**config.mk**
```make
export PLATFORM = sky130hd
export DESIGN_NAME = fifo_level
export DESIGN_NICKNAME = d
export VERILOG_FILES = /design/src/rtl/fifo_level.sv
export SDC_FILE = /design/constraint.sdc
export NUM_CORES = 1
export LEC_CHECK = 0
export CAP_MARGIN = 20
export CORE_MARGIN = 2
export CORE_UTILIZATION = 48
export DETAILED_ROUTE_END_ITERATION = 8
export GPL_ROUTABILITY_DRIVEN = 0
export PLACE_DENSITY_LB_ADDON = 0.1
export SLEW_MARGIN = 20
export SYNTH_ARGS = -nofsm -noshare
export SYNTH_HDL_FRONTEND = slang
export SYNTH_SLANG_ARGS = --single-unit
```
**constraint.sdc**
```tcl
create_clock -name aclk -period 5.46 [get_ports aclk]
set_input_delay 1.092 -clock aclk [delete_from_list [all_inputs] [get_ports aclk]]
set_output_delay 1.092 -clock aclk [all_outputs]
set_load 0.03 [all_outputs]
```
**src/rtl/fifo_level.sv**
```systemverilog
// fifo_level: synchronous FIFO with occupancy level, watermark flags,
// sticky overflow/underflow, synchronous flush and a selectable read mode
// (first-word-fall-through or registered read). All outputs are registered.
module fifo_level #(
    parameter int WIDTH         = 8,
    parameter int DEPTH         = 4,
    parameter int AFULL_THRESH  = 12,
    parameter int AEMPTY_THRESH = 4,
    parameter int FWFT          = 1
) (
    input  logic             aclk,
    input  logic             aresetn,
    input  logic             flush,
    input  logic             w_en,
    input  logic [WIDTH-1:0] w_data,
    input  logic             r_en,
    output logic [WIDTH-1:0] r_data,
    output logic             r_valid,
    output logic             full,
    output logic             empty,
    output logic             almost_full,
    output logic             almost_empty,
    output logic [DEPTH:0]   level,
    output logic             overflow,
    output logic             underflow
);

    localparam int             N        = 1 << DEPTH;
    localparam logic [DEPTH:0] N_L      = (DEPTH+1)'(N);
    localparam logic [DEPTH:0] AFULL_L  = (DEPTH+1)'(AFULL_THRESH);
    localparam logic [DEPTH:0] AEMPTY_L = (DEPTH+1)'(AEMPTY_THRESH);
    localparam logic [DEPTH:0] ZERO_L   = (DEPTH+1)'(0);

    logic [WIDTH-1:0] mem_r [N];
    logic [DEPTH-1:0] wr_ptr_r;
    logic [DEPTH-1:0] rd_ptr_r;
    logic [DEPTH:0]   level_r;
    logic             full_r;
    logic             empty_r;
    logic             afull_r;
    logic             aempty_r;
    logic             ovf_r;
    logic             unf_r;
    logic [WIDTH-1:0] r_data_r;
    logic             r_valid_r;

    logic             r_fire_s;
    logic             w_fire_s;
    logic [DEPTH:0]   level_next_s;
    logic [DEPTH:0]   after_pop_s;
    logic [DEPTH-1:0] wr_ptr_next_s;
    logic [DEPTH-1:0] rd_ptr_next_s;
    logic [WIDTH-1:0] r_data_next_s;
    logic             r_valid_next_s;

    // Handshake qualification, next occupancy and next read-port contents.
    always_comb begin
        r_fire_s       = r_en & ~empty_r;
        w_fire_s       = w_en & (~full_r | r_en);
        level_next_s   = level_r + (DEPTH+1)'(w_fire_s) - (DEPTH+1)'(r_fire_s);
        after_pop_s    = level_r - (DEPTH+1)'(r_fire_s);
        wr_ptr_next_s  = wr_ptr_r + DEPTH'(w_fire_s);
        rd_ptr_next_s  = rd_ptr_r + DEPTH'(r_fire_s);
        r_data_next_s  = r_data_r;
        r_valid_next_s = 1'b0;
        if (FWFT != 0) begin
            // Head follows the queue; a write landing in an otherwise empty
            // queue becomes the head directly from w_data.
            if (w_fire_s && (after_pop_s == ZERO_L)) begin
                r_data_next_s = w_data;
            end else if (level_next_s != ZERO_L) begin
                r_data_next_s = mem_r[rd_ptr_next_s];
            end else begin
                r_data_next_s = r_data_r;
            end
            r_valid_next_s = (level_next_s != ZERO_L);
        end else begin
            // Registered read: capture the head only when a pop is accepted.
            if (r_fire_s) begin
                r_data_next_s = mem_r[rd_ptr_r];
            end else begin
                r_data_next_s = r_data_r;
            end
            r_valid_next_s = r_fire_s;
        end
    end

    // Storage array write port; contents need no reset.
    always_ff @(posedge aclk) begin
        if (w_fire_s && !flush) begin
            mem_r[wr_ptr_r] <= w_data;
        end
    end

    // Pointers, level, flags and read port state, with flush as a soft clear.
    always_ff @(posedge aclk or negedge aresetn) begin
        if (!aresetn) begin
            wr_ptr_r  <= '0;
            rd_ptr_r  <= '0;
            level_r   <= '0;
            full_r    <= 1'b0;
            empty_r   <= 1'b1;
            afull_r   <= 1'b0;
            aempty_r  <= 1'b1;
            ovf_r     <= 1'b0;
            unf_r     <= 1'b0;
            r_data_r  <= '0;
            r_valid_r <= 1'b0;
        end else if (flush) begin
            wr_ptr_r  <= '0;
            rd_ptr_r  <= '0;
            level_r   <= '0;
            full_r    <= 1'b0;
            empty_r   <= 1'b1;
            afull_r   <= 1'b0;
            aempty_r  <= 1'b1;
            ovf_r     <= 1'b0;
            unf_r     <= 1'b0;
            r_valid_r <= 1'b0;
        end else begin
            wr_ptr_r  <= wr_ptr_next_s;
            rd_ptr_r  <= rd_ptr_next_s;
            level_r   <= level_next_s;
            full_r    <= (level_next_s == N_L);
            empty_r   <= (level_next_s == ZERO_L);
            afull_r   <= (level_next_s >= AFULL_L);
            aempty_r  <= (level_next_s <= AEMPTY_L);
            ovf_r     <= ovf_r | (w_en & ~w_fire_s);
            unf_r     <= unf_r | (r_en & empty_r);
            r_data_r  <= r_data_next_s;
            r_valid_r <= r_valid_next_s;
        end
    end

    assign r_data       = r_data_r;
    assign r_valid      = r_valid_r;
    assign full         = full_r;
    assign empty        = empty_r;
    assign almost_full  = afull_r;
    assign almost_empty = aempty_r;
    assign level        = level_r;
    assign overflow     = ovf_r;
    assign underflow    = unf_r;

endmodule

```
# After elaboration in Yosys (flattened, before gate mapping)

Memory sizes are Yosys's and may differ from the RTL's.
Index checks and enable logic that the tools add are counted.

Reductions and logical operators: 8
$lt $le $gt $ge: 2
Shift operators: 0
Multiply operators: 0
Muxes and demuxes: 14
Add/subtract/negate cells: 5
Equal/unequal tests: 1
Bitwise operators: 11
Div/mod/pow operators: 0

Operators with widths:

| operator             | number |
|---|---|
| $mux W8              | 2 |
| $logic_not A5 Y1     | 2 |
| $sub A5 B1 Y5        | 2 |
| $mux W1              | 9 |
| $add A4 B1 Y4        | 2 |
| $mux W4              | 2 |
| $add A5 B1 Y5        | 1 |
| $eq A5 B5 Y1 const B | 1 |
| $ge A5 B4 Y1 const B | 1 |
| $le A5 B3 Y1 const B | 1 |
| $mux W5              | 1 |
| $reduce_bool A5 Y1   | 1 |
| $and A1 B1 Y1        | 4 |
| $not A1 Y1           | 4 |
| $or A1 B1 Y1         | 3 |
| $logic_and A1 B1 Y1  | 2 |
| $reduce_and A2 Y1    | 1 |
| $reduce_bool A2 Y1   | 1 |
| $logic_not A1 Y1     | 1 |

Memories kept: 1
Register bits after elaboration: 28
ROM bits: 0
Memory bits (writable): 128
Output and inout bits: 20
Latch bits: 0
Word-level logic and storage cells: 53
Bits of input ports: 13

Memory list:

| name  | depth | width | read ports | clocked after memory_dff | write ports | line | text |
|---|---|---|---|---|---|---|---|
| mem_r | 16    | 8     | 1          | 0                        | 1           | 34   | `logic [WIDTH-1:0] mem_r [N];` |

# Longest topological paths before layout

Gate-level depths: netlist of run 1.

Word-level depth: 8
Mapped depth: 11
Gate-level depth less buffers: 10

# Worst setup path before layout of run 1

OpenSTA, ideal clock, no wires.

Path type: input to register
From: in r_en
To: reg r_data_r[6] (netlist: r_data[6])
Buffers on the path: 1
Setup slack: 1.977 ns
Cell stages on the path: 11
Setup time: 0.086 ns
Data arrival time: 3.397 ns
Required time: 5.374 ns
Path through: and2b_1 nand2b_1 o21ai_0 ha_1 fa_1 xor2_2 nand3_1 mux2_2 or3_1 buf_6 a32oi_2

Cells in the longest elaborated chain, start to end: 7
Elaborated cells on any way between the ends: 15
Classes of those cells: add/sub (4); mux (2); bitwise (3); reduce/logical (5); memory (1)

RTL lines:

| what                                | line | text |
|---|---|---|
| start: declaration                  | 16   | `input logic r_en,` |
| $or A1 B1 Y1                        | 59   | `w_fire_s = w_en & (~full_r \| r_en);` |
| $and A1 B1 Y1                       | 59   |  |
| $add A5 B1 Y5                       | 60   | `level_next_s = level_r + (DEPTH+1)'(w_fire_s) - (DEPTH+1)'(r_fire_s);` |
| $sub A5 B1 Y5                       | 60   |  |
| $reduce_bool A5 Y1                  | 71   | `end else if (level_next_s != ZERO_L) begin` |
| $reduce_bool A2 Y1 (no source line) | n/a  |  |
| $reduce_and A2 Y1 (no source line)  | n/a  |  |
| end signal: assignment              | 130  | `r_data_r <= r_data_next_s;` |
| end: declaration                    | 44   | `logic [WIDTH-1:0] r_data_r;` |

Several ways; a longest one is shown, not always the timed one. The select of a mux whose other input is x is not followed.
A chain may end at the register's enable or synchronous reset.

# Final worst setup path of run 1

From: in r_en
To: reg r_data_r[5] (netlist: r_data[5])

Same word-level chain as after synthesis.

==> results of run 1 <==
==> state kept, by name, summed over array words and instances (netlist names) <==
| register | flops |
|---|---|
| almost_empty | 1 |
| full | 1 |
| level | 5 |
| overflow | 1 |
| wr_ptr_r | 4 |
| r_data | 8 |
| empty | 1 |
| rd_ptr_r | 4 |
| r_valid | 1 |
| mem_r | 128 |
| almost_full | 1 |
| underflow | 1 |
==> worst max path at each step <==
stage / start / to / slack (ns) / depth (start not counted)
detailed placement: r_en / r_data[5] / 1.17 / 11
global placement: r_en / r_data[3] / 1.35 / 11
CTS: r_en / r_data[5] / 1.60 / 11
finish: r_en / r_data[5] / 1.59 / 11
global route: r_en / r_data[5] / 1.32 / 11
floorplan: r_en / r_data[6] / 1.98 / 11
==> Yosys cell counts (all sizes together) <==
cell    count
a21oi      11
buf         9
dfrtp      26
ha         10
o21ai       3
clkbuf      6
nand2b      5
mux4       32
o21bai      2
nor3        8
and2b       1
a32oi       8
or2         1
inv        15
nand3       5
mux2        1
fa          1
nor4        1
o31ai       1
nor2b       7
dfstp       2
a31oi       1
edfxtp    128
nand3b      1
o22a        8
or3         2
nand4       1
nand2       4
nor2       26
xnor2       3
xor2        7
mux2i      16
==> layout make-up <==
class | count | area, um2 | share of cell area, %
sequential | 156 | 4550 | 61.0
multi-input combinational | 166 | 1720 | 23.1
timing repair buffer | 37 | 358 | 4.80
clock buffer | 22 | 444 | 5.96
clock inverter | 10 | 98.8 | 1.33
inverter | 15 | 56.3 | 0.756
tap | 176 | 220 | 2.96
==> layer usage <==
metal	part of all wire (%)	up-vias	wire, um	GRT usage [%]
met2	49	56	6240	31.0
met5	0	-	0	0
met1	47	1665	6010	28.3
li1	-	1458	-	-
met3	3.4	14	430	4.69
met4	1.0	0	131	6.25
==> cell families (layout without fill, tap and decap cells) <==
group	after synthesis	count (layout)	synth area share [%]
AOI/OAI and AO/OA	34	34	3.95
xor gates and xnor gates	10	10	1.61
adders and majority gates	11	11	2.28
buffers and inverters	30	84	2.08
DFF	156	156	71.4
muxes	49	49	14.0
and+or+nand+nor	62	62	4.69
==> power by group through the flow <==
stage | registers (mW) | clock network [mW] | logic (mW)
after global placement | 1.45 | 0 | 0.954
after floorplan | 1.55 | 0 | 0.551
after detailed placement | 1.45 | 0 | 0.963
final | 1.43 | 1.09 | 0.957
after CTS | 1.43 | 1.10 | 0.970
after global routing | 1.43 | 1.15 | 1.05
==> cells in the final DEF, fill, tap and decap left out, types with 7 or more instances in the layout <==
master           synthesis  layout
mux4_2                  32      32
o22a_1                   8       8
a32oi_1                  7       7
clkdlybuf4s50_1          0      32
dfrtp_1                 26      26
clkbuf_16                0      17
inv_1                   15      15
ha_1                    10       9
nor2b_1                  7       7
edfxtp_1               128     128
nor2_1                  26      26
mux2i_1                 16      16
a21oi_1                 11      11
==> worst max-delay path: stages <==
cell	delay, ns
clkdlybuf4s50_1	0.45
and2b_1	0.22
nand2b_1	0.15
o21ai_0	0.11
ha_1	0.21
fa_1	0.44
xor2_2	0.27
nand3_1	0.11
mux2_2	0.32
o31ai_2	0.62
a32oi_1	0.12
==> flow_metrics.py, run 1 <==
metrics = {
    "sta": {
        "rsz0062_at_grt": "no",
        "tns_ns": 0,
        "worstMarginPinSlew_ns": 1.08,
        "fin_crit_sh_pct": 70.9,
        "max_freq_mhz": 258,
        "setup_viol": 0,
        "finalHoldViolCount": 0,
        "setup_ws_ns": 1.59,
        "whs_ns": 0.510,
        "min_period_ns": 3.87,
        "relSlewSlack_pct": 27.9,
        "clock_skew_ns": 0.00546,
        "slew_viol_final": 0,
    },
    "clock_tree": {
        "clockBufferDepth": 2,
        "clkSinkCount": 156,
        "ctsHoldBuffers": 0,
        "post-cts-setup-buffer-count": 0,
        "htreeDepth": 4,
        "path_clk_slew_ns": 0.06,
        "cts_buffers": 17,
        "cts_root_buf": "clkbuf_16",
        "clk_latency_ns": 0.41,
        "cts_tree": "built",
        "cts.repair.resized": 0,
    },
    "cells_and_area": {
        "diodes": 0,
        "fin_util_pct": 56.9,
        "syn2layout_area_growth_pct": 16.9,
        "instances_no_fill": 582,
        "final_cell_area_um2": 7450,
        "final_nets": 417,
        "fillerInstances": 995,
        "drive_above_1_share_pct": 18.2,
    },
    "setup_path": {
        "cp-end-kind": "flip-flop",
        "crit_required_ns": 5.71,
        "critPathKind": "primary input to flip-flop",
        "rr_worst_depth": 10,
        "setup.reg_to_reg.worst_slack_ns": 2.18,
        "critPathMaxFanout": 8,
        "cp-start-kind": "primary input",
        "r2r_end": "r_data[5]",
        "r2r_start": "empty",
        "arrival_ns": 4.12,
    },
    "floorplan": {
        "dieArea_um2": 14200,
        "die_h_um": 119,
        "rows": 42,
        "coreArea_um2": 13100,
        "initial_utilization_pct": 48.7,
        "pin_count": 33,
        "die_w_um": 119,
    },
    "power_and_ir_drop": {
        "cellLeakagePower_nw": 2.64,
        "p_sw_share_pct": 29.1,
        "p_total_mw": 3.47,
        "vdd_ir_drop_max_uv": 293,
        "combPwrFrac_pct": 27.6,
        "p_clk_share_pct": 31.3,
        "cellPowerDensity_nw_per_um2": 466,
        "power.internal_mw": 2.46,
        "p_sw_mw": 1.01,
        "seq_power_share_pct": 41.1,
    },
    "synth": {
        "synth_top_area_share_pct": 60.3,
        "syn_nets": 376,
        "yosysUniqueCellTypes": 38,
        "seq_area_frac_synth_pct": 71.4,
        "synth.avg_cell_area_um2": 18.1,
        "synthTopCellsByArea": "edfxtp_1, mux4_2, dfrtp_1",
        "yosys.area.top_type": "edfxtp_1",
        "synth_seq_cells": 156,
        "syn_inst": 352,
        "syn_area_um2": 6370,
        "ys_warn_count": 0,
    },
    "detailed_routing": {
        "drt_iter0_drc": 209,
        "vias_per_cell": 5.49,
        "wl_um": 12800,
        "detail-route-antenna-nets": 0,
        "dr.pass1.iters": 4,
        "vias": 3193,
        "wl_per_cell_um": 22.0,
        "drc_errors": 0,
    },
    "run": {
        "maxCapViolations": 0,
    },
    "worst_hold_path": {
        "holdPathEnd": "overflow",
        "hp-start": "overflow",
        "hold_depth": 2,
        "hp-class": "flip-flop to flip-flop",
    },
    "run_status": {
        "status": "finished, final reports clean",
    },
    "grt": {
        "track_usage_pct": 20.0,
        "grt_first_pass_wirelength_um": 20100,
        "grt_max_degree": 34,
        "antenna_found_initial": 0,
        "overflow": 0,
        "grt_pass1_vias": 3377,
    },
    "place": {
        "place_inst": 550,
        "pre_cts_slack_ns": 1.17,
        "portBuffers": 32,
        "dp_hpwl_um": 8070,
        "place_area_um2": 6910,
    },
}
Power figures use the tool's default switching activity.
==> run 2: changes to the inputs <==
clock period = 3.2 ns   (was 5.46 ns; I/O delays follow)
==> flow_metrics.py, run 2 (synthesized netlist as in run 1, its figures left out) <==
metrics = {
    "run_status": {
        "status": "finished, final reports clean",
    },
    "clock_tree": {
        "cts.repair.resized": 0,
        "path_clk_slew_ns": 0.06,
        "cts_tree": "built",
        "clockBufferDepth": 2,
        "clk_latency_ns": 0.42,
        "clkSinkCount": 156,
        "htreeDepth": 4,
        "ctsHoldBuffers": 0,
        "post-cts-setup-buffer-count": 0,
        "cts_buffers": 17,
        "cts_root_buf": "clkbuf_16",
    },
    "sta": {
        "min_period_ns": 3.04,
        "setup_ws_ns": 0.164,
        "relSlewSlack_pct": 52.2,
        "slew_viol_final": 0,
        "setup_viol": 0,
        "worstMarginPinSlew_ns": 0.715,
        "fin_crit_sh_pct": 94.9,
        "finalHoldViolCount": 0,
        "clock_skew_ns": 0.00701,
        "max_freq_mhz": 329,
        "rsz0062_at_grt": "no",
    },
    "power_and_ir_drop": {
        "cellPowerDensity_nw_per_um2": 795,
        "vdd_ir_drop_max_uv": 364,
        "cellLeakagePower_nw": 2.81,
    },
    "cells_and_area": {
        "final_nets": 451,
        "final_cell_area_um2": 7730,
        "largest_reg_flops": 128,
        "mostFrequentLayoutCells": "edfxtp_1, buf_4, mux4_2, clkdlybuf4s50_1, dfrtp_1",
        "syn2layout_area_growth_pct": 21.4,
        "final_common_cell": "edfxtp_1",
        "largest_register": "mem_r",
        "diodes": 0,
        "drive_above_1_share_pct": 25.1,
    },
    "run": {
        "maxCapViolations": 0,
    },
    "grt": {
        "grt_max_degree": 34,
        "track_usage_pct": 20.0,
        "overflow": 0,
        "antenna_found_initial": 0,
        "grt_pass1_vias": 3506,
        "grt_first_pass_wirelength_um": 20400,
    },
    "setup_path": {
        "cp-start-kind": "primary input",
        "crit_start": "r_en",
        "timing.critical_path.to": "r_data[7]",
        "crit_required_ns": 3.49,
        "critPathKind": "primary input to flip-flop",
        "setup.reg_to_reg.worst_slack_ns": 0.28,
        "r2r_end": "r_data[7]",
        "cp-end-kind": "flip-flop",
        "critPathMaxFanout": 8,
        "arrival_ns": 3.32,
        "r2r_start": "empty",
        "rr_worst_depth": 12,
    },
    "place": {
        "portBuffers": 32,
        "pre_cts_slack_ns": -0.315,
        "dp_hpwl_um": 8740,
        "place_area_um2": 7170,
    },
    "detailed_routing": {
        "dr.pass1.iters": 4,
        "wl_um": 13200,
        "detail-route-antenna-nets": 0,
        "drt_iter0_drc": 315,
        "vias_per_cell": 5.45,
        "wl_per_cell_um": 21.5,
        "drc_errors": 0,
        "vias": 3352,
    },
    "floorplan": {
        "coreArea_um2": 13100,
        "die_h_um": 119,
        "die_w_um": 119,
        "rows": 42,
        "initial_utilization_pct": 48.7,
        "pin_count": 33,
        "dieArea_um2": 14200,
    },
    "worst_hold_path": {
        "hp-class": "flip-flop to flip-flop",
    },
}
[run 2: report_power, final]
part / internal, mW / total (mW) / switching (mW)
combinational: 0.868 / 1.82 / 0.950
sequential: 2.34 / 2.44 / 0.0937
clock: 1.13 / 1.89 / 0.767
[run 2: worst min path at each step]
stage	start	end	slack (ns)	cells past startpoint
detailed placement	underflow	underflow	0.49	2
finish	underflow	underflow	0.50	2
floorplan	aresetn	almost_full	0.34	0
global placement	underflow	underflow	0.48	2
global route	underflow	underflow	0.53	2
CTS	underflow	underflow	0.50	2
[run 2: layer usage]
metal  part of all wire (%)  wire length [um]  vias to the layer above  track usage (%)
met2                     49              6450                       76             30.9
met3                    4.4               579                        9             3.74
met4                   0.87               115                        0             7.51
met1                     46              6060                     1742             28.7
li1                       -                 -                     1525                -
met5                      0                 0                        -                0
[run 2: through the flow]
stage               hold slack (ns)  power (mW)  instances  utilization [%]  setup TNS, ns
CTS                           0.503        6.19        615             59.0              0
global route                  0.531        6.43        615             59.1              0
finish                        0.495        6.15        615             59.1              0
detailed placement            0.491        4.29        584             54.8          -2.57
floorplan                     0.344        3.59        352                -              0
global placement              0.482        4.27        584             54.8          -2.11
[run 2: critical path, cell delays in order]
cell             delay [ns]
clkdlybuf4s50_1        0.44
and2b_1                0.19
nand2b_1               0.08
o21ai_0                0.09
ha_2                   0.19
fa_1                   0.44
xor2_2                 0.24
nand3b_1               0.11
mux2_2                 0.30
buf_4                  0.15
o31ai_2                0.20
buf_4                  0.20
a32oi_1                0.06
[run 2: layout make-up]
cell class	instances	area [um2]
Multi-Input combinational cell	166	1700
Clock buffer	17	425
Tap cell	176	220
Clock inverter	14	130
Inverter	15	56.3
Sequential cell	156	4550
Timing Repair Buffer	71	651
Fill cell	974	5350
==> run 3: changes to the inputs <==
CORE_ASPECT_RATIO = 0.5   (was not set)
==> flow_metrics.py, run 3 (synthesized netlist as in run 1, its figures left out) <==
metrics = {
    "run_status": {
        "status": "finished, final reports clean",
    },
    "clock_tree": {
        "clkSinkCount": 156,
        "htreeDepth": 4,
        "cts_buffers": 17,
        "clk_latency_ns": 0.43,
        "clockBufferDepth": 2,
        "cts_tree": "built",
        "cts_root_buf": "clkbuf_16",
        "path_clk_slew_ns": 0.07,
    },
    "setup_path": {
        "critPathKind": "primary input to flip-flop",
        "cp-end-kind": "flip-flop",
        "crit_required_ns": 3.50,
        "cpMaxStageDelayCell": "clkdlybuf4s50_1",
        "cp-start-kind": "primary input",
        "max_stage_delay_ns": 0.46,
        "arrival_ns": 3.33,
        "critPathMaxFanout": 8,
        "cp_common_cell": "buf_4",
        "path_cells": "clkdlybuf4s50_1 -> and2b_1 -> nand2b_1 -> o21ai_1 -> ha_2 -> fa_1 -> xor2_2 -> nand3b_1 -> mux2_2 -> buf_4 -> o31ai_2 -> buf_4 -> a32oi_1",
    },
    "cells_and_area": {
        "largest_reg_flops": 128,
        "fillerInstances": 943,
        "final_nets": 448,
        "largest_register": "mem_r",
        "diodes": 0,
        "fin_util_pct": 60.7,
        "final_cell_area_um2": 7770,
        "final_common_cell": "edfxtp_1",
        "syn2layout_area_growth_pct": 22.0,
        "mostFrequentLayoutCells": "edfxtp_1, mux4_2, clkdlybuf4s50_1, buf_4, dfrtp_1",
        "drive_above_1_share_pct": 25.6,
    },
    "detailed_routing": {
        "detail-route-antenna-nets": 0,
        "drt_iter0_drc": 385,
        "dr.pass1.iters": 5,
        "vias_per_cell": 5.73,
        "drc_errors": 0,
        "wl_um": 13600,
        "vias": 3481,
        "wl_per_cell_um": 22.5,
    },
    "worst_hold_path": {
        "hp-class": "flip-flop to flip-flop",
    },
    "power_and_ir_drop": {
        "p_total_mw": 6.35,
        "power.internal_mw": 4.42,
        "combPwrFrac_pct": 29.3,
        "cellLeakagePower_nw": 2.83,
        "p_clk_share_pct": 32.5,
        "cellPowerDensity_nw_per_um2": 818,
        "p_sw_share_pct": 30.4,
        "vdd_ir_drop_max_uv": 559,
        "p_sw_mw": 1.93,
        "seq_power_share_pct": 38.2,
    },
    "run": {
        "maxCapViolations": 0,
    },
    "grt": {
        "grt_first_pass_wirelength_um": 20800,
        "antenna_found_initial": 0,
        "grt_max_degree": 34,
        "track_usage_pct": 20.6,
        "grt_pass1_vias": 3513,
        "overflow": 0,
    },
    "sta": {
        "relSlewSlack_pct": 47.8,
        "min_period_ns": 3.03,
        "slew_viol_final": 0,
        "tns_ns": 0,
        "worstMarginPinSlew_ns": 0.778,
        "finalHoldViolCount": 0,
        "fin_crit_sh_pct": 94.7,
        "clock_skew_ns": 0.00779,
        "setup_viol": 0,
        "max_freq_mhz": 330,
    },
    "floorplan": {
        "pin_count": 33,
        "coreArea_um2": 12800,
        "dieArea_um2": 14300,
        "initial_utilization_pct": 49.7,
        "die_h_um": 85.5,
        "die_w_um": 167,
        "rows": 29,
    },
    "place": {
        "dp_hpwl_um": 8660,
        "place_area_um2": 7140,
        "portBuffers": 32,
    },
}
## run 3: cell types whose count changed in the layout (fill, tap and decap cells not counted), sizes merged
cell and delta:
inv +9, clkinv -6, buf -3, clkinvlp -2
## run 3: worst max-delay path: cells and delay by family
family | cells | cell delay (ns)
muxes | 1 | 0.28
adders and majority gates | 2 | 0.61
xor gates and xnor gates | 1 | 0.22
and+or+nand+nor | 3 | 0.40
AOI/OAI and AO/OA | 3 | 0.36
buffers and inverters | 3 | 0.80
## run 3: layout make-up
| class | count | area, um2 | share of cell area, % |
|---|---|---|---|
| sequential | 156 | 4550 | 58.5 |
| clock inverter | 15 | 180 | 2.32 |
| clock buffer | 17 | 425 | 5.47 |
| multi-input combinational | 166 | 1710 | 22.0 |
| timing repair buffer | 68 | 641 | 8.24 |
| tap | 170 | 213 | 2.74 |
| inverter | 15 | 56.3 | 0.724 |
## run 3: metrics by stage
step	worst slack, ns	hold WS, ns	std cells
2_1_floorplan	0.139	0.344	352
3_3_place_gp	-0.289	0.485	574
3_5_place_dp	-0.396	0.489	574
4_1_cts	0.0258	0.506	606
5_1_grt	-0.00707	0.519	607
6_report	0.169	0.502	607
## run 3: repair_timing
action / in CTS / in global routing
endpoints found under the hold margin: 0 / 0
buffers inserted: 0 / 1
hold buffers: 0 / 0
resized for setup: 0 / 5
setup endpoints to repair: 0 / 9
## run 3: path summary, 6_finish.rpt
path	startpoint	to	depth (start not counted)	slack (ns)
max in group asynchronous	aresetn	almost_empty	2	2.30
min	underflow	underflow	2	0.50
min in group asynchronous	aresetn	overflow	2	0.59
max	r_en	r_data[1]	13	0.17
max reg2reg	empty	r_data[1]	12	0.31
min reg2reg	underflow	underflow	2	0.50
## run 3: power by group through the flow
stage | combinational (mW) | sequential (mW) | clock (mW)
6_report | 1.86 | 2.43 | 2.06
5_1_grt | 2.00 | 2.44 | 2.20
4_1_cts | 1.83 | 2.43 | 2.10
3_5_place_dp | 1.82 | 2.47 | 0
3_3_place_gp | 1.80 | 2.46 | 0
2_1_floorplan | 0.940 | 2.65 | 0
## run 3: routing by layer
layer	share of wire [%]	vias to the layer above	GRT usage [%]	wire [um]
met5	0	-	0	0
li1	-	1527	-	-
met2	46	148	30.0	6210
met3	8.6	14	6.11	1170
met1	45	1792	30.4	6140
met4	0.84	0	5.80	114
